### config.mk
export PLATFORM = sky130hd
export DESIGN_NAME = axi_ram_bridge_flat
export DESIGN_NICKNAME = d
export VERILOG_FILES = /design/src/rtl/axi_ram_bridge_if.sv /design/src/rtl/axi_ram_bridge.sv /design/src/flat_wrapper.sv
export SDC_FILE = /design/constraint.sdc
export NUM_CORES = 1
export LEC_CHECK = 0
export BUFFER_PORTS_ARGS = -buffer_cell sky130_fd_sc_hd__buf_4
export CORE_ASPECT_RATIO = 0.6
export CORE_MARGIN = 1.5
export CORE_UTILIZATION = 49
export DETAILED_ROUTE_END_ITERATION = 6
export HOLD_SLACK_MARGIN = 0.06
export MAX_ROUTING_LAYER = met4
export PLACE_DENSITY = 0.86
export SETUP_SLACK_MARGIN = 0.2
export SLEW_MARGIN = 30
export SYNTH_ARGS = -nofsm -noshare
export SYNTH_HDL_FRONTEND = slang
export SYNTH_SLANG_ARGS = --single-unit
### constraint.sdc
create_clock -name clk -period 4 [get_ports clk]
set_clock_uncertainty 0.1 [all_clocks]
set_input_delay 0.2 -clock clk [delete_from_list [all_inputs] [get_ports clk]]
set_output_delay 0.2 -clock clk [all_outputs]
set_load 0.1 [all_outputs]
### src/rtl/axi_ram_bridge_if.sv
// AXI4-Lite bus bundle between a master and the RAM bridge slave.
// No parameters; every AXI4-Lite signal is a fixed width.
interface axi_ram_bridge_if;
    logic [31:0] axi_araddr;
    logic        axi_arvalid;
    logic        axi_arready;
    logic [2:0]  axi_arprot;
    logic [31:0] axi_rdata;
    logic [1:0]  axi_rresp;
    logic        axi_rvalid;
    logic        axi_rready;
    logic [31:0] axi_awaddr;
    logic        axi_awvalid;
    logic        axi_awready;
    logic [2:0]  axi_awprot;
    logic [31:0] axi_wdata;
    logic [3:0]  axi_wstrb;
    logic        axi_wvalid;
    logic        axi_wready;
    logic [1:0]  axi_bresp;
    logic        axi_bvalid;
    logic        axi_bready;

    modport slave (
        input  axi_araddr, axi_arvalid, axi_arprot, axi_rready,
        input  axi_awaddr, axi_awvalid, axi_awprot,
        input  axi_wdata, axi_wstrb, axi_wvalid, axi_bready,
        output axi_arready, axi_rdata, axi_rresp, axi_rvalid,
        output axi_awready, axi_wready, axi_bresp, axi_bvalid
    );

    modport master (
        output axi_araddr, axi_arvalid, axi_arprot, axi_rready,
        output axi_awaddr, axi_awvalid, axi_awprot,
        output axi_wdata, axi_wstrb, axi_wvalid, axi_bready,
        input  axi_arready, axi_rdata, axi_rresp, axi_rvalid,
        input  axi_awready, axi_wready, axi_bresp, axi_bvalid
    );
endinterface

### src/rtl/axi_ram_bridge.sv
// AXI4-Lite slave onto a single-port BRAM, one transaction at a time.
// Optional macro AXI_RAM_BRIDGE_ALIGN_CHECK_EN: reject misaligned accesses with SLVERR.
module axi_ram_bridge #(
    parameter int ADDR_BITS = 16
) (
    input  logic                 clk,
    input  logic                 rstn,
    axi_ram_bridge_if.slave      axi,
    output logic [ADDR_BITS-3:0] ram_addr,
    output logic                 ram_en,
    output logic [3:0]           ram_we,
    output logic [31:0]          ram_wdata,
    input  logic [31:0]          ram_rdata
);

    typedef enum logic [2:0] {
        IDLE     = 3'd0,
        RD_ISSUE = 3'd1,
        RD_WAIT  = 3'd2,
        RD_RESP  = 3'd3,
        WR_ISSUE = 3'd4,
        WR_RESP  = 3'd5
    } state_t;

    state_t      state_q, state_d;
    logic        aw_lat_q, aw_lat_d;
    logic        w_lat_q, w_lat_d;
    logic [31:0] addr_q, addr_d;
    logic [31:0] wdata_q, wdata_d;
    logic [3:0]  wstrb_q, wstrb_d;
    logic [31:0] rdata_q, rdata_d;
    logic [1:0]  rresp_q, rresp_d;
    logic [1:0]  bresp_q, bresp_d;

    logic        arready_c, awready_c, wready_c, ar_hs;
    logic        ram_en_c;
    logic [3:0]  ram_we_c;
    logic [ADDR_BITS-3:0] ram_addr_c;
    logic [31:0] ram_wdata_c;
    logic [1:0]  resp_c;
    logic        acc_ok;
    logic        unused_ok;

    // Reads and writes share addr_q: a read is only accepted with no AW/W latched.
    always_comb begin
        resp_c = 2'b00;
        if (|addr_q[31:ADDR_BITS]) begin
            resp_c = 2'b11;
        end
`ifdef AXI_RAM_BRIDGE_ALIGN_CHECK_EN
        else if (addr_q[1:0] != 2'b00) begin
            resp_c = 2'b10;
        end
`endif
    end

    assign acc_ok    = (resp_c == 2'b00);
    assign unused_ok = ^{axi.axi_arprot, axi.axi_awprot, addr_q[1:0]};

    always_comb begin
        state_d     = state_q;
        aw_lat_d    = aw_lat_q;
        w_lat_d     = w_lat_q;
        addr_d      = addr_q;
        wdata_d     = wdata_q;
        wstrb_d     = wstrb_q;
        rdata_d     = rdata_q;
        rresp_d     = rresp_q;
        bresp_d     = bresp_q;
        arready_c   = 1'b0;
        awready_c   = 1'b0;
        wready_c    = 1'b0;
        ar_hs       = 1'b0;
        ram_en_c    = 1'b0;
        ram_we_c    = 4'b0000;
        ram_addr_c  = '0;
        ram_wdata_c = '0;

        case (state_q)
            IDLE: begin
                arready_c = rstn && !aw_lat_q && !w_lat_q;
                ar_hs     = axi.axi_arvalid && arready_c;
                // A read handshake in this cycle blocks AW/W acceptance so the read wins cleanly.
                awready_c = rstn && !aw_lat_q && !ar_hs;
                wready_c  = rstn && !w_lat_q && !ar_hs;
                if (ar_hs) begin
                    addr_d  = axi.axi_araddr;
                    state_d = RD_ISSUE;
                end else begin
                    if (axi.axi_awvalid && awready_c) begin
                        aw_lat_d = 1'b1;
                        addr_d   = axi.axi_awaddr;
                    end
                    if (axi.axi_wvalid && wready_c) begin
                        w_lat_d = 1'b1;
                        wdata_d = axi.axi_wdata;
                        wstrb_d = axi.axi_wstrb;
                    end
                    if (aw_lat_d && w_lat_d) begin
                        state_d = WR_ISSUE;
                    end
                end
            end
            RD_ISSUE: begin
                ram_en_c   = acc_ok;
                ram_addr_c = addr_q[ADDR_BITS-1:2];
                rresp_d    = resp_c;
                state_d    = RD_WAIT;
            end
            RD_WAIT: begin
                rdata_d = acc_ok ? ram_rdata : 32'h0;
                state_d = RD_RESP;
            end
            RD_RESP: begin
                if (axi.axi_rready) begin
                    state_d = IDLE;
                end
            end
            WR_ISSUE: begin
                ram_en_c    = acc_ok;
                ram_we_c    = acc_ok ? wstrb_q : 4'b0000;
                ram_addr_c  = addr_q[ADDR_BITS-1:2];
                ram_wdata_c = wdata_q;
                bresp_d     = resp_c;
                aw_lat_d    = 1'b0;
                w_lat_d     = 1'b0;
                state_d     = WR_RESP;
            end
            WR_RESP: begin
                if (axi.axi_bready) begin
                    state_d = IDLE;
                end
            end
            default: state_d = IDLE;
        endcase
    end

    always_ff @(posedge clk) begin
        if (!rstn) begin
            state_q  <= IDLE;
            aw_lat_q <= 1'b0;
            w_lat_q  <= 1'b0;
            addr_q   <= '0;
            wdata_q  <= '0;
            wstrb_q  <= '0;
            rdata_q  <= '0;
            rresp_q  <= '0;
            bresp_q  <= '0;
        end else begin
            state_q  <= state_d;
            aw_lat_q <= aw_lat_d;
            w_lat_q  <= w_lat_d;
            addr_q   <= addr_d;
            wdata_q  <= wdata_d;
            wstrb_q  <= wstrb_d;
            rdata_q  <= rdata_d;
            rresp_q  <= rresp_d;
            bresp_q  <= bresp_d;
        end
    end

    // Reset is synchronous, so an issue state can still be live while rstn is low; gate the strobes.
    assign ram_en    = rstn && ram_en_c;
    assign ram_we    = rstn ? ram_we_c : 4'b0000;
    assign ram_addr  = ram_addr_c;
    assign ram_wdata = ram_wdata_c;

    assign axi.axi_arready = arready_c;
    assign axi.axi_awready = awready_c;
    assign axi.axi_wready  = wready_c;
    assign axi.axi_rvalid  = (state_q == RD_RESP);
    assign axi.axi_bvalid  = (state_q == WR_RESP);
    assign axi.axi_rdata   = rdata_q;
    assign axi.axi_rresp   = rresp_q;
    assign axi.axi_bresp   = bresp_q;

endmodule

### src/flat_wrapper.sv
// flat-port wrapper written by rule: the top's interface ports become plain ports
module axi_ram_bridge_flat 
#(
    parameter int ADDR_BITS = 16
)
  (clk, rstn, ram_addr, ram_en, ram_we, ram_wdata, ram_rdata, axi_axi_araddr, axi_axi_arvalid, axi_axi_arprot, axi_axi_rready, axi_axi_awaddr, axi_axi_awvalid, axi_axi_awprot, axi_axi_wdata, axi_axi_wstrb, axi_axi_wvalid, axi_axi_bready, axi_axi_arready, axi_axi_rdata, axi_axi_rresp, axi_axi_rvalid, axi_axi_awready, axi_axi_wready, axi_axi_bresp, axi_axi_bvalid);
  axi_ram_bridge_if axi_i ();
  input  logic clk;
  input  logic rstn;
  output logic [ADDR_BITS-3:0] ram_addr;
  output logic ram_en;
  output logic [3:0] ram_we;
  output logic [31:0] ram_wdata;
  input  logic [31:0] ram_rdata;
  input wire logic [$bits(axi_i.axi_araddr)-1:0] axi_axi_araddr;
  input wire logic [$bits(axi_i.axi_arvalid)-1:0] axi_axi_arvalid;
  input wire logic [$bits(axi_i.axi_arprot)-1:0] axi_axi_arprot;
  input wire logic [$bits(axi_i.axi_rready)-1:0] axi_axi_rready;
  input wire logic [$bits(axi_i.axi_awaddr)-1:0] axi_axi_awaddr;
  input wire logic [$bits(axi_i.axi_awvalid)-1:0] axi_axi_awvalid;
  input wire logic [$bits(axi_i.axi_awprot)-1:0] axi_axi_awprot;
  input wire logic [$bits(axi_i.axi_wdata)-1:0] axi_axi_wdata;
  input wire logic [$bits(axi_i.axi_wstrb)-1:0] axi_axi_wstrb;
  input wire logic [$bits(axi_i.axi_wvalid)-1:0] axi_axi_wvalid;
  input wire logic [$bits(axi_i.axi_bready)-1:0] axi_axi_bready;
  output wire logic [$bits(axi_i.axi_arready)-1:0] axi_axi_arready;
  output wire logic [$bits(axi_i.axi_rdata)-1:0] axi_axi_rdata;
  output wire logic [$bits(axi_i.axi_rresp)-1:0] axi_axi_rresp;
  output wire logic [$bits(axi_i.axi_rvalid)-1:0] axi_axi_rvalid;
  output wire logic [$bits(axi_i.axi_awready)-1:0] axi_axi_awready;
  output wire logic [$bits(axi_i.axi_wready)-1:0] axi_axi_wready;
  output wire logic [$bits(axi_i.axi_bresp)-1:0] axi_axi_bresp;
  output wire logic [$bits(axi_i.axi_bvalid)-1:0] axi_axi_bvalid;
  assign axi_i.axi_araddr = axi_axi_araddr;
  assign axi_i.axi_arvalid = axi_axi_arvalid;
  assign axi_i.axi_arprot = axi_axi_arprot;
  assign axi_i.axi_rready = axi_axi_rready;
  assign axi_i.axi_awaddr = axi_axi_awaddr;
  assign axi_i.axi_awvalid = axi_axi_awvalid;
  assign axi_i.axi_awprot = axi_axi_awprot;
  assign axi_i.axi_wdata = axi_axi_wdata;
  assign axi_i.axi_wstrb = axi_axi_wstrb;
  assign axi_i.axi_wvalid = axi_axi_wvalid;
  assign axi_i.axi_bready = axi_axi_bready;
  assign axi_axi_arready = axi_i.axi_arready;
  assign axi_axi_rdata = axi_i.axi_rdata;
  assign axi_axi_rresp = axi_i.axi_rresp;
  assign axi_axi_rvalid = axi_i.axi_rvalid;
  assign axi_axi_awready = axi_i.axi_awready;
  assign axi_axi_wready = axi_i.axi_wready;
  assign axi_axi_bresp = axi_i.axi_bresp;
  assign axi_axi_bvalid = axi_i.axi_bvalid;
  axi_ram_bridge #(.ADDR_BITS(ADDR_BITS)) u_core (.clk(clk), .rstn(rstn), .axi(axi_i), .ram_addr(ram_addr), .ram_en(ram_en), .ram_we(ram_we), .ram_wdata(ram_wdata), .ram_rdata(ram_rdata));
endmodule
==> metrics.md <==
| Metric | Value |
|---|---|
| Max incr delay on CP | approximately 700 ps |
| CP Capture Type | output pin |
| Yosys top cell area share | 45.54% |
| Initial cell density of the core | between 50% and 60% |
| Leakage | 3.346 nW |
| Slowest CP cell | dfxtp_1 |
| Yosys top cell by area | dfxtp_1 |
| I/O Pins | between 200 and 250 |
| Num CTS Buffers | 9 |
| Worst Path Buf+Inv | 1 |
| Netlist Area Pre-Place | 4616 um^2 |
| Top cells by area in the synthesized netlist | dfxtp_1, nand3_1, mux2i_1 |
| Cells after DPL | 839 |
| Endpoints failing hold | 0 |
| Clock slew seen by the registers of the worst setup and hold paths | 70 ps |
| Die width | 128.3 um |
| Routed len/inst | 17.33 um |
| GRT Util Overall | 32.80% |
| Vias | 5300 |
| Port bufs | 226 |
| Min-delay src | axi_axi_wdata[10] |
| Post-place instance area | 6357 um^2 |
| Layout cell share with drive strength beyond 1 | 32.39% |
| Max transition margin | 48.47% |
| Clk Latency, worst-skew pair | 330 ps |
| Max cap viols | 0 |
| Max-slew violations | 0 |
| Hpwl dp | 9165 um |
| Antenna Cells | 0 |
| Resized cells post-CTS | 0 |
| Post-synthesis register bit count | 105 |
| Tightest Pin Transition | 770.1 ps |
| Number of synthesis warnings | 0 |
| Most common cell after layout, fill and taps aside | buf_4 |
| Via density | 5.608 |
| Commonest non-fill, non-tap cells in the layout | buf_4, dfxtp_1, dlygate4sd3_1, nand3_1, o21ai_0 |
| Number of distinct library cells after synthesis | 39 |
| Initial antenna violation count | 0 |
| Fin Setup TNS | 0 ps |
| Layout area overhead | 64.57% |
| Critical Path Fanout Max | 15 |
| Die Area | 10030 um^2 |
| Fmax | 0.3809 GHz |
| Vias in the first global route | 5311 |
| FF-to-FF Start | u_core.aw_lat_q |
| Core area | 9155 um^2 |
| Seq/Total Area, Yosys | 45.54% |
| CTS H-tree depth | 3 |
| Root buf cell | clkbuf_16 |
| Clock Path Buffers | 2 |
| TritonCTS Sinks | ~110 |
| Fin area | 7596 um^2 |
| Final net count | 955 |
| # rows | 27 |
| Startpoint types | flop |
| Cell class contributing the biggest share of worst-path delay | simple AND/OR/NAND/NOR gates |
| Detailed Route Iter0 Violations | 294 |
| Drc violations | 0 |
| Drt total wl | 16380 um |
| Routability cong. | 0.8306 |
| CP Cell Sequence | xnor2_1 > nor2_1 > and3_1 > buf_4 |
| Finish-stage setup viols | 0 |
| CP required | 3700 ps |
| Worst VDD drop | 0.3953 mV |
| Syn avg cell area | 8.709 um^2 |
| Hold Path Class | input pin to flop |
| Remaining antenna violation count | 0 |
| Reg2reg end | u_core.addr_q[29] |
| Die Ht | 78.18 um |
| RSZ-0062 raised after global routing | false |
| Syn Nets | 675 |
| GRT overflow | 0 |
| Non-Filler Instances | roughly 950 |
| Outcome | finished clean |
| Post-layout util | roughly 83% |
| CTS tree | done |
| Crit path DAT | 2330 ps |
| Worst Path Class, Setup | flop to output pin |
| Hold Crit Endpoint | u_core.wdata_q[10] |
| Syn Inst Count | 530 |
| Hold path depth | 3 |
| Crit path time final | 2626 ps |
| Final period util | 65.64% |
| R2R depth | 5 |
| Power Dens Cells | slightly below 600 nW/um^2 |
| Global-route wire length before repair | 25700 um |
| First-pass DRT Iterations | 4 |
| Pin count of the biggest net entering global routing | 82 |
| Reg2reg setup slack | 1610 ps |
==> timing repair <==
action	CTS	global route
hold buffers	90	0
buffers inserted	0	0
setup endpoints to repair	0	0
hold endpoints to repair	80	0
==> metal layers <==
layer | GRT usage [%] | part of all wire [%]
met1 | 37.21 | 39
met4 | 12.36 | 3.2
met2 | 56.24 | 49
met3 | 8.453 | 8.4
met5 | - | 0
==> sequential cells by signal, summed over array words and instances (netlist names) <==
name	count
u_core.aw_lat_q	1
u_core.axi.axi_bresp	1
u_core.wdata_q	32
u_core.wstrb_q	4
u_core.axi.axi_rdata	32
u_core.addr_q	30
u_core.axi.axi_rresp	1
u_core.state_q	3
u_core.w_lat_q	1
==> final cells by class <==
cell class	instances	area [um^2]
Sequential cell	105	2102
Clock inverter	5	85.08
Multi-Input combinational cell	364	2295
Clock buffer	11	252.7
Timing Repair Buffer	327	2688
Tap cell	130	162.7
Fill cell	522	1559
Inverter	3	11.26
==> worst max-delay path by stage <==
stage | from | end | slack (ps) | cells after the start
floorplan | u_core.addr_q[23] | ram_we[0] | 520 | 4
detailed placement | u_core.state_q[0] | ram_en | 1700 | 4
CTS | u_core.state_q[0] | ram_en | 1350 | 4
finish | u_core.state_q[0] | ram_en | 1370 | 4
global placement | u_core.state_q[0] | ram_en | 1760 | 4
global route | u_core.state_q[0] | ram_en | 1080 | 4
==> Yosys cell counts, drive strengths merged <==
library cell and number:
dfxtp 105, o21ai 70, nand3 64, and2 46
nand2 37, nand4 37, clkbuf 31, mux2i 30
o2bb2ai 30, buf 27, nor3 7, nor4 6
and3 4, a21oi 3, inv 3, nor2 3
nor2b 3, nor3b 3, a32oi 2, o211ai 2
o31ai 2, or3b 2, a22oi 1, a31o 1
a31oi 1, and4 1, and4bb 1, nand2b 1
nand3b 1, nand4bb 1, nor4b 1, o221ai 1
o22ai 1, or3 1, xnor2 1
==> power by group <==
part | total [mW] | switching [mW] | internal (mW)
registers | 1.44 | 0.177 | 1.26
clock network | 0.974 | 0.387 | 0.588
logic | 2.08 | 1.48 | 0.599
==> logic make-up after synthesis <==
group	synth area share (%)
compound gates	15.45
xor+xnor	0.1898
buf+inv	5.720
flops	45.54
mux	6.506
simple gates	26.59
==> tightest hold or removal path, cell delays in order <==
cell	delay, ps
buf_4	80
nand4_1	60
o21ai_1	100
==> per-stage QoR <==
step	hold WS [ps]	setup slack (ps)	power [mW]
6_report	59.04	1374	4.493
3_5_place_dp	312.4	1701	3.400
5_1_grt	62.85	1079	4.671
2_1_floorplan	211.3	523.1	2.904
4_1_cts	60.09	1348	4.450
3_3_place_gp	305.8	1761	3.330
(Power assumes the default switching activity.)
